### config.mk
export PLATFORM = sky130hd
export DESIGN_NAME = wheel_pwm_driver
export DESIGN_NICKNAME = d
export VERILOG_FILES = /design/src/rtl/wheel_pwm_pkg.sv /design/src/rtl/wheel_pwm_channel.sv /design/src/rtl/wheel_pwm_driver.sv
export SDC_FILE = /design/constraint.sdc
export NUM_CORES = 1
export LEC_CHECK = 0
export ABC_AREA = 1
export CAP_MARGIN = 20
export CORE_MARGIN = 4
export CORE_UTILIZATION = 68
export CTS_CLUSTER_DIAMETER = 100
export DETAILED_ROUTE_END_ITERATION = 10
export PLACE_DENSITY = 0.95
export SETUP_SLACK_MARGIN = 0.3
export SKIP_CTS_REPAIR_TIMING = 1
export SLEW_MARGIN = 0
export SYNTH_ARGS = -nofsm -noshare
export SYNTH_HDL_FRONTEND = slang
export SYNTH_SLANG_ARGS = --single-unit
### constraint.sdc
create_clock -name clk -period 5.5 [get_ports clk]
set_clock_uncertainty 0.15 [all_clocks]
set_input_delay 0.825 -clock clk [delete_from_list [all_inputs] [get_ports clk]]
set_output_delay 0.825 -clock clk [all_outputs]
set_load 0.1 [all_outputs]
### src/rtl/wheel_pwm_pkg.sv
// Shared types, constants and arithmetic helpers for the two-channel wheel PWM driver.
package wheel_pwm_pkg;

   typedef enum logic [1:0] {
      ST_STOP = 2'd0,
      ST_FWD  = 2'd1,
      ST_REV  = 2'd2,
      ST_DEAD = 2'd3
   } ch_state_t;

   localparam logic [6:0] PWM_MAX     = 7'd127;
   localparam logic [6:0] PERIOD_LAST = 7'd126;
   localparam logic       DIR_FWD     = 1'b0;
   localparam logic       DIR_REV     = 1'b1;

   // |cmd| saturated to PWM_MAX so that -128 maps to 127.
   function automatic logic [6:0] cmd_magnitude(input logic [7:0] cmd);
      logic [7:0] mag;
      mag = cmd[7] ? (8'd0 - cmd) : cmd;
      if (mag > {1'b0, PWM_MAX}) begin
         return PWM_MAX;
      end
      return mag[6:0];
   endfunction

   // Move cur toward goal by at most step without overshoot, clamped to 0..PWM_MAX.
   function automatic logic [6:0] slew_toward(input logic [6:0] cur, input logic [6:0] goal,
                                              input logic [7:0] step);
      logic [7:0] diff;
      logic [7:0] res;
      if (goal >= cur) begin
         diff = {1'b0, goal} - {1'b0, cur};
         res  = (diff > step) ? ({1'b0, cur} + step) : {1'b0, goal};
      end else begin
         diff = {1'b0, cur} - {1'b0, goal};
         res  = (diff > step) ? ({1'b0, cur} - step) : {1'b0, goal};
      end
      if (res > {1'b0, PWM_MAX}) begin
         return PWM_MAX;
      end
      return res[6:0];
   endfunction

endpackage

### src/rtl/wheel_pwm_channel.sv
// One H-bridge channel: target extraction, slew limiting, dead-time FSM and PWM compare.
//
// state | meaning
// ------+---------------------------------------------------------------
// STOP  | bridge idle, duty held at 0, waiting for a non-zero target
// FWD   | driving forward (dir=0), duty slewing toward the target
// REV   | driving reverse (dir=1), duty slewing toward the target
// DEAD  | output forced low for whole periods before reversing direction
module wheel_pwm_channel
   import wheel_pwm_pkg::*;
#(
   parameter int SLEW_STEP    = 8,
   parameter int DEAD_PERIODS = 2
) (
   input  logic       clk,
   input  logic       reset,
   input  logic       enable,
   input  logic       period_cond,
   input  logic [6:0] period_cnt,
   input  logic [7:0] wheel,
   output logic       pwm,
   output logic       dir,
   output logic       dead
);

   localparam int            DW        = $clog2(DEAD_PERIODS + 1);
   localparam logic [7:0]    STEP8     = 8'(SLEW_STEP);
   localparam logic [DW-1:0] DEAD_INIT = DW'(DEAD_PERIODS);
   localparam logic [DW-1:0] DEAD_ONE  = DW'(1);

   ch_state_t     state, state_nxt;
   logic [6:0]    duty, duty_nxt;
   logic [DW-1:0] dead_cnt, dead_nxt;
   logic          dir_nxt;
   logic          pwm_nxt;

   logic [6:0] tgt_mag;
   logic       tgt_fwd;
   logic       tgt_rev;
   logic [6:0] duty_to_tgt;
   logic [6:0] duty_to_zero;
   logic [6:0] duty_first;

   assign tgt_mag      = cmd_magnitude(wheel);
   assign tgt_rev      = wheel[7];
   assign tgt_fwd      = ~wheel[7] && (wheel != 8'd0);
   assign duty_to_tgt  = slew_toward(duty, tgt_mag, STEP8);
   assign duty_to_zero = slew_toward(duty, 7'd0, STEP8);
   assign duty_first   = slew_toward(7'd0, tgt_mag, STEP8);

   // State register plus the registered pwm/dir pins.
   always_ff @(posedge clk or negedge reset) begin
      if (!reset) begin
         state    <= ST_STOP;
         duty     <= '0;
         dead_cnt <= '0;
         dir      <= DIR_FWD;
         pwm      <= 1'b0;
      end else begin
         state    <= state_nxt;
         duty     <= duty_nxt;
         dead_cnt <= dead_nxt;
         dir      <= dir_nxt;
         pwm      <= pwm_nxt;
      end
   end

   // Next-state: disable overrides everything; otherwise decisions are made once per period.
   always_comb begin
      state_nxt = state;
      duty_nxt  = duty;
      dead_nxt  = dead_cnt;
      dir_nxt   = dir;
      if (!enable) begin
         state_nxt = ST_STOP;
         duty_nxt  = '0;
         dead_nxt  = '0;
      end else if (period_cond) begin
         case (state)
            ST_STOP: begin
               duty_nxt = '0;
               if (tgt_fwd) begin
                  state_nxt = ST_FWD;
                  dir_nxt   = DIR_FWD;
                  duty_nxt  = duty_first;
               end else if (tgt_rev) begin
                  state_nxt = ST_REV;
                  dir_nxt   = DIR_REV;
                  duty_nxt  = duty_first;
               end
            end
            ST_FWD, ST_REV: begin
               if ((state == ST_FWD && tgt_fwd) || (state == ST_REV && tgt_rev)) begin
                  duty_nxt = duty_to_tgt;
               end else begin
                  duty_nxt = duty_to_zero;
                  if (duty_to_zero == 7'd0) begin
                     if (tgt_fwd || tgt_rev) begin
                        state_nxt = ST_DEAD;
                        dead_nxt  = DEAD_INIT;
                     end else begin
                        state_nxt = ST_STOP;
                     end
                  end
               end
            end
            ST_DEAD: begin
               // Expiry also covers a zero count so the counter can never wrap.
               if (dead_cnt <= DEAD_ONE) begin
                  dead_nxt = '0;
                  duty_nxt = '0;
                  if (tgt_fwd) begin
                     state_nxt = ST_FWD;
                     dir_nxt   = DIR_FWD;
                     duty_nxt  = duty_first;
                  end else if (tgt_rev) begin
                     state_nxt = ST_REV;
                     dir_nxt   = DIR_REV;
                     duty_nxt  = duty_first;
                  end else begin
                     state_nxt = ST_STOP;
                  end
               end else begin
                  dead_nxt = dead_cnt - DEAD_ONE;
               end
            end
            default: begin
               state_nxt = ST_STOP;
               duty_nxt  = '0;
               dead_nxt  = '0;
            end
         endcase
      end
   end

   // Outputs: PWM compare against the shared period counter, and the DEAD flag for busy.
   always_comb begin
      pwm_nxt = (period_cnt < duty) && (state == ST_FWD || state == ST_REV) && enable;
      dead    = (state == ST_DEAD);
   end

endmodule

### src/rtl/wheel_pwm_driver.sv
// Two-channel wheel PWM driver: shared prescaler and period counter feeding two channels.
module wheel_pwm_driver
   import wheel_pwm_pkg::*;
#(
   parameter int CLK_DIV      = 4,
   parameter int SLEW_STEP    = 8,
   parameter int DEAD_PERIODS = 2
) (
   input  logic       clk,
   input  logic       reset,
   input  logic       enable,
   input  logic [7:0] wheel_left,
   input  logic [7:0] wheel_right,
   output logic       pwm_left,
   output logic       dir_left,
   output logic       pwm_right,
   output logic       dir_right,
   output logic       period_start,
   output logic       busy
);

   localparam int            PW       = (CLK_DIV > 1) ? $clog2(CLK_DIV) : 1;
   localparam logic [PW-1:0] DIV_LAST = PW'(CLK_DIV - 1);

   logic [PW-1:0] presc;
   logic [6:0]    period_cnt;
   logic          tick;
   logic          period_cond;
   logic          dead_left;
   logic          dead_right;

   assign tick        = (presc == DIV_LAST);
   assign period_cond = tick && (period_cnt == PERIOD_LAST);

   // Prescaler: free-running, unaffected by enable.
   always_ff @(posedge clk or negedge reset) begin
      if (!reset) begin
         presc <= '0;
      end else if (tick) begin
         presc <= '0;
      end else begin
         presc <= presc + PW'(1);
      end
   end

   // Period counter 0..126; one period is 127 ticks.
   always_ff @(posedge clk or negedge reset) begin
      if (!reset) begin
         period_cnt <= '0;
      end else if (tick) begin
         period_cnt <= (period_cnt == PERIOD_LAST) ? 7'd0 : period_cnt + 7'd1;
      end
   end

   // Registered status: period_start lands on the cycle the counter reads 0.
   always_ff @(posedge clk or negedge reset) begin
      if (!reset) begin
         period_start <= 1'b0;
         busy         <= 1'b0;
      end else begin
         period_start <= period_cond;
         busy         <= dead_left | dead_right;
      end
   end

   wheel_pwm_channel #(
      .SLEW_STEP    (SLEW_STEP),
      .DEAD_PERIODS (DEAD_PERIODS)
   ) u_left (
      .clk         (clk),
      .reset       (reset),
      .enable      (enable),
      .period_cond (period_cond),
      .period_cnt  (period_cnt),
      .wheel       (wheel_left),
      .pwm         (pwm_left),
      .dir         (dir_left),
      .dead        (dead_left)
   );

   wheel_pwm_channel #(
      .SLEW_STEP    (SLEW_STEP),
      .DEAD_PERIODS (DEAD_PERIODS)
   ) u_right (
      .clk         (clk),
      .reset       (reset),
      .enable      (enable),
      .period_cond (period_cond),
      .period_cnt  (period_cnt),
      .wheel       (wheel_right),
      .pwm         (pwm_right),
      .dir         (dir_right),
      .dead        (dead_right)
   );

endmodule

==> results.md, run 1 <==
### Routing
* 1st-pass router iterations: 6
* post-detailed-route DRC marker count: 0
* DRT antenna net count: 0
* routed vias: 5726
* Post-Route WL: 14600 µm
* detailed-route wire length per cell: 15.1 µm
* detailed router's first-iteration violation count: 660
* detailed-route vias per instance: 5.93

### Status
* run status: completed

### Logic synthesis
* top cell type's share of synthesized area: 17.5%
* area of the mapped netlist: 5300 µm²
* asr flop ratio synth: 100%
* warning count from the yosys run: 0
* library cell with the highest instance count after synthesis: sky130_fd_sc_hd__nand2_1
* cells taking the most area after synthesis: sky130_fd_sc_hd__dfrtp_1 (17%), sky130_fd_sc_hd__nand2_1 (17%), sky130_fd_sc_hd__ha_1 (13%), sky130_fd_sc_hd__inv_1 (7.9%), sky130_fd_sc_hd__nand3_1 (7.5%)
* cell taking the most area after synthesis: sky130_fd_sc_hd__dfrtp_1
* flip-flop and latch count after synthesis: 37
* post-synthesis cell count: 852
* count of distinct cell types in the synthesized netlist: 58
* Mapped Avg Cell Area: 6.22 µm²
* Primary FF master, synth: sky130_fd_sc_hd__dfrtp_1
* synthesized net count: 927
* EDFF count, synth: 0
* cell types with the highest counts after synthesis: sky130_fd_sc_hd__nand2_1 (245), sky130_fd_sc_hd__inv_1 (112), sky130_fd_sc_hd__nand3_1 (79), sky130_fd_sc_hd__nor2_1 (78), sky130_fd_sc_hd__ha_1 (55)
* sequential fraction of the synthesis area: 17.5%

### Final layout
* fillers: 594
* number of antenna repair diodes: 0
* net count reported at finish: 941
* proportion of layout cells with a drive suffix above 1: 7.84%
* area growth from synthesis to final layout: 7.10%

### Power and ir drop
* total power divided by cell area: 195 nW/µm²
* post-layout total power: 1.11 mW
* Worst VDD drop: 0.248 mV
* leakage power total: 3.06 nW

### Timing
* Hold Worst Slack: 0.279 ns
* period utilisation layout: 87.0%
* worst-case headroom to the max-slew limit: 34.9%
* Worst Tran Pin Value: 0.973 ns
* final-layout setup total negative slack: 0 ns
* Final Critical Period: 4.79 ns
* RSZ-0062 raised after global routing: false
* Setup-failing EPs final: 0
* final hold vios: 0
* number of max-slew violations in the final report: 0
* Max Fclk: 209 MHz

### Clocking
* CTS root buf: sky130_fd_sc_hd__clkbuf_8
* clock tree from TritonCTS: yes
* maximum number of buffers from clock root to sink: 2
* TritonCTS buffer count: 5
* number of H-tree levels: 2
* clock-pin slew on the worst setup and hold paths: 0.09 ns
* number of sinks on the clock net: 37
* Skew-Pair Late Insertion Delay: 0.30 ns

### Job
* max capacitance violation total: 0

### GRT
* number of antenna violations at the first check in global routing: 0
* number of global-route vias before repair: 5240
* wire length of the first global-routing pass: 24200 µm
* GR Overflow Total: 0
* Global Route Usage Sum: 32.6%
* largest net degree at the start of global routing: 38

### Hold path
* worst min-delay path category: reg -> reg

### Critical path
* Critical Setup Path Class: in -> reg
* Data arrival, critical path: 4.82 ns
* Critical Path Source Type: primary input
* nature of the critical path endpoint: register
* worst path required time: 5.54 ns
* largest fanout on the critical path: 11

### Placed design
* number of input and output port buffers inserted: 24
* GP Congestion: 1.04
* HPWL reported at the end of detailed placement: 11700 µm

### Floorplanning
* total core area: 7410 µm²
* die extent in y: 96.3 µm
* Initial Util: 71.6%
* # rows: 31
* full die area: 9270 µm²
* horizontal die dimension: 96.3 µm
* number of I/O pins: 25

[flip-flops by register name, indices dropped and copies added, names as in the netlist]
name,count
u_left.dir,1
period_start,1
u_right.dead_cnt,2
busy,1
u_right.state,2
u_left.duty,7
u_right.dir,1
u_left.state,2
presc,2
period_cnt,7
u_left.dead_cnt,2
u_right.pwm,1
u_right.duty,7
u_left.pwm,1
[cells in the final DEF (no fill, tap or decap), types with 7 or more instances in the layout]
master / instances
sky130_fd_sc_hd__nor3_1: 12
sky130_fd_sc_hd__clkdlybuf4s50_1: 23
sky130_fd_sc_hd__o21ai_0: 28
sky130_fd_sc_hd__nand4_1: 16
sky130_fd_sc_hd__a21oi_1: 36
sky130_fd_sc_hd__dfrtp_1: 37
sky130_fd_sc_hd__nand3_1: 78
sky130_fd_sc_hd__nand2_1: 244
sky130_fd_sc_hd__nor2_1: 78
sky130_fd_sc_hd__a31oi_1: 7
sky130_fd_sc_hd__nand2_2: 16
sky130_fd_sc_hd__ha_1: 55
sky130_fd_sc_hd__inv_2: 10
sky130_fd_sc_hd__xor2_1: 15
sky130_fd_sc_hd__inv_1: 112
[cell families after synthesis]
family                   Yosys count  synth area share [%]
AO/OA/AOI/OAI                    120                  14.3
XOR/XNOR                          18                  2.97
adder cells (fa/ha/maj)           56                  13.4
buffers and inverters            142                  10.5
flip-flops                        37                  17.5
AND/OR/NAND/NOR                  479                  41.4
[power breakdown]
group,switching [mW],internal (mW)
clock,0.109,0.0900
combinational,0.394,0.194
sequential,0.0222,0.297
[critical path, cell delays in order]
cell and delay, ns:
sky130_fd_sc_hd__clkdlybuf4s50_1 0.61, sky130_fd_sc_hd__inv_1 0.17, sky130_fd_sc_hd__nor3_1 0.17, sky130_fd_sc_hd__nand3_1 0.27, sky130_fd_sc_hd__nand2_1 0.16, sky130_fd_sc_hd__nor2_1 0.06
sky130_fd_sc_hd__inv_1 0.20, sky130_fd_sc_hd__ha_1 0.33, sky130_fd_sc_hd__a21oi_1 0.28, sky130_fd_sc_hd__o21ai_2 0.11, sky130_fd_sc_hd__a21oi_1 0.18, sky130_fd_sc_hd__xor2_1 0.09
sky130_fd_sc_hd__nor2_1 0.36, sky130_fd_sc_hd__nand2_2 0.24, sky130_fd_sc_hd__a21oi_1 0.16, sky130_fd_sc_hd__and2_1 0.26, sky130_fd_sc_hd__nand2_1 0.11, sky130_fd_sc_hd__nand2_1 0.07
sky130_fd_sc_hd__nand2_1 0.04, sky130_fd_sc_hd__nand2_1 0.06, sky130_fd_sc_hd__nand2_1 0.06
[area by class of cell]
class	instances	area (µm²)	share of cell area, %
clock buffers	5	68.8	1.21
clock inverters	3	21.3	0.375
inverters	125	472	8.31
multi-input cells	673	3830	67.5
flip-flops and latches	37	926	16.3
well taps	99	124	2.18
repair buffers	24	235	4.14
[through the flow]
| step | std cells | util (%) | worst slack, ns | cell area, µm² |
|---|---|---|---|---|
| after floorplan | 852 | - | 1.61 | 5300 |
| after global placement | 958 | 75.3 | 0.453 | 5580 |
| after detailed placement | 958 | 75.3 | 0.327 | 5580 |
| after CTS | 966 | 76.5 | 0.649 | 5670 |
| after global routing | 966 | 76.6 | 0.345 | 5680 |
| final | 966 | 76.6 | 0.715 | 5680 |
[path summary, 6_finish.rpt]
check	cells after the start	startpoint	slack (ns)	endpoint
setup / recovery	21	wheel_left[7]	0.71	u_left.duty[0]
hold / removal	1	presc[0]	0.28	presc[0]
setup reg to reg	15	u_left.duty[3]	2.07	u_left.duty[0]
hold reg to reg	1	presc[0]	0.28	presc[0]
max in group asynchronous	1	reset	4.16	u_left.duty[5]
min in group asynchronous	1	reset	0.50	u_right.duty[0]
[layer usage]
layer | global-route usage, % | share of wire, % | vias up | wire length, µm
met4 | 7.59 | 1.2 | 0 | 172
met5 | 0 | 0 | - | 0
met1 | 47.3 | 45 | 2605 | 6580
met3 | 5.32 | 9.1 | 26 | 1320
met2 | 50.7 | 45 | 279 | 6490
li1 | - | - | 2816 | -
Power figures use the tool's default switching activity.
==> run 2: changes to the inputs <==
- SETUP_SLACK_MARGIN: 0.3 -> 0.2
==> results.md, run 2 (synthesized netlist as in run 1, its figures left out) <==
### Status
* run status: completed

### Clocking
* number of sinks on the clock net: 37
* maximum number of buffers from clock root to sink: 2
* clock tree from TritonCTS: yes
* clock-pin slew on the worst setup and hold paths: 0.09 ns
* TritonCTS buffer count: 5
* Skew-Pair Late Insertion Delay: 0.30 ns
* number of H-tree levels: 2
* CTS root buf: sky130_fd_sc_hd__clkbuf_8

### Critical path
* reg-to-reg critical path startpoint: u_left.duty[3]
* cell family with the largest share of critical-path delay: simple AND/OR/NAND/NOR gates
* Data arrival, critical path: 4.91 ns
* worst path required time: 5.54 ns
* Slowest-stage cell, CP: sky130_fd_sc_hd__clkdlybuf4s50_1
* Crit path buffers/inverters: 3
* Critical Setup Path Class: in -> reg
* cell count of the worst reg-to-reg path: 15
* timing startpoint of the critical path: wheel_left[7]
* Critical Path Source Type: primary input
* Cell Chain, Critical Path: clkdlybuf4s50_1 > inv_1 > nor3_1 > nand3_1 > nand2_1 > nor2_1 > inv_1 > ha_1 > a21oi_1 > o21ai_2 > a21oi_1 > xor2_1 > nor2_1 > nand2_1 > a21oi_1 > and2_1 > nand2_1 > nand2_1 > nand2_1 > nand2_1 > nand2_1
* Reg2Reg Capture Point: u_left.duty[0]
* Top cell by count, worst path: sky130_fd_sc_hd__nand2_1
* slack of the worst reg-to-reg path: 1.97 ns
* nature of the critical path endpoint: register
* largest fanout on the critical path: 11
* slowest stage delay, CP: 0.61 ns

### Placed design
* HPWL reported at the end of detailed placement: 11700 µm
* number of input and output port buffers inserted: 24
* GP Congestion: 1.04
* placed instance count: 958
* Post-Place Setup Slack: 0.327 ns

### Job
* max capacitance violation total: 0

### GRT
* GR Overflow Total: 0
* number of antenna violations at the first check in global routing: 0
* number of global-route vias before repair: 5240
* Global Route Usage Sum: 32.6%
* largest net degree at the start of global routing: 38
* wire length of the first global-routing pass: 24200 µm

### Floorplanning
* total core area: 7410 µm²
* Initial Util: 71.6%
* horizontal die dimension: 96.3 µm
* number of I/O pins: 25
* full die area: 9270 µm²
* die extent in y: 96.3 µm
* # rows: 31

### Power and ir drop
* post-layout total power: 1.10 mW
* leakage power total: 3.06 nW
* fraction of power consumed by combinational cells: 53.2%
* net switching share of the total power: 47.4%
* Worst VDD drop: 0.248 mV
* total power divided by cell area: 195 nW/µm²
* switching power of the nets: 524 µW
* sequential fraction of design power: 28.9%
* relative contribution of the clock network to total power: 17.9%
* internal portion of total power: 581 µW

### Final layout
* fillers: 597
* final core occ: 76.5%
* area growth from synthesis to final layout: 6.96%
* number of antenna repair diodes: 0
* highest-count cells in the layout ignoring fill and taps: sky130_fd_sc_hd__nand2_1 (245), sky130_fd_sc_hd__inv_1 (112), sky130_fd_sc_hd__nand3_1 (79), sky130_fd_sc_hd__nor2_1 (78), sky130_fd_sc_hd__ha_1 (55)
* proportion of layout cells with a drive suffix above 1: 7.61%
* net count reported at finish: 941
* Final Instance Count excl. Fillers: 966
* commonest non-fill, non-tap cell in the layout: sky130_fd_sc_hd__nand2_1
* biggest regs: period_cnt x7, u_left.duty x7, u_right.duty x7

### Routing
* 1st-pass router iterations: 7
* post-detailed-route DRC marker count: 0
* detailed-route vias per instance: 5.95
* Post-Route WL: 14600 µm
* detailed router's first-iteration violation count: 657
* detailed-route wire length per cell: 15.1 µm
* DRT antenna net count: 0
* routed vias: 5751

### Hold path
* startpoint of the worst hold path: presc[0]
* Worst Hold End: presc[0]
* number of cells on the worst hold path: 1
* worst min-delay path category: reg -> reg

### Timing
* Final Critical Period: 4.87 ns
* final-layout setup total negative slack: 0 ns
* period utilisation layout: 88.6%
* worst-case headroom to the max-slew limit: 34.9%
* Setup-failing EPs final: 0
* minimum setup slack in the final design: 0.629 ns
* Worst Tran Pin Value: 0.973 ns
* Max Fclk: 205 MHz
* final hold vios: 0
* number of max-slew violations in the final report: 0
* RSZ-0062 raised after global routing: false

## run 2: power groups by stage
stage	clock network [mW]	registers (mW)	logic (mW)
2_1_floorplan	0	0.339	0.427
3_3_place_gp	0	0.322	0.556
3_5_place_dp	0	0.324	0.573
4_1_cts	0.202	0.319	0.575
5_1_grt	0.216	0.323	0.660
6_report	0.198	0.319	0.588
## run 2: worst max-delay path by stage
stage | to | depth (start not counted)
global placement | u_left.duty[0] | 23
finish | u_left.duty[0] | 21
global route | u_left.duty[0] | 23
floorplan | u_right.duty[3] | 22
detailed placement | u_left.duty[0] | 22
CTS | u_left.duty[0] | 22
## run 2: worst reg2reg max path, stage by stage, from the launching register on
cell and delay, ns:
sky130_fd_sc_hd__dfrtp_1 0.52, sky130_fd_sc_hd__inv_1 0.25, sky130_fd_sc_hd__ha_1 0.42, sky130_fd_sc_hd__a21oi_1 0.28, sky130_fd_sc_hd__o21ai_2 0.11, sky130_fd_sc_hd__a21oi_1 0.18, sky130_fd_sc_hd__xor2_1 0.09, sky130_fd_sc_hd__nor2_1 0.33
sky130_fd_sc_hd__nand2_1 0.32, sky130_fd_sc_hd__a21oi_1 0.19, sky130_fd_sc_hd__and2_1 0.26, sky130_fd_sc_hd__nand2_1 0.11, sky130_fd_sc_hd__nand2_1 0.07, sky130_fd_sc_hd__nand2_1 0.04, sky130_fd_sc_hd__nand2_1 0.06, sky130_fd_sc_hd__nand2_1 0.06
## run 2: layer usage
metal | GRT usage (%) | up-vias | share of wire [%]
met3 | 5.32 | 39 | 9.8
met1 | 47.3 | 2620 | 44
li1 | - | 2810 | -
met2 | 50.7 | 282 | 45
met5 | 0 | - | 0
met4 | 7.59 | 0 | 1.5
## run 2: layout make-up
type                       count  area, µm²  share of cell area, %
inverter                     125        472                   8.32
multi-input combinational    673       3820                   67.4
tap                           99        124                   2.18
timing repair buffer          24        235                   4.15
clock inverter                 3       21.3                  0.375
clock buffer                   5       68.8                   1.21
sequential                    37        926                   16.3
## run 2: metrics by stage
step / area (µm²) / hold slack (ns)
detailed placement: 5580 / 0.266
global route: 5670 / 0.300
finish: 5670 / 0.279
floorplan: 5300 / 0.253
global placement: 5580 / 0.264
CTS: 5670 / 0.280
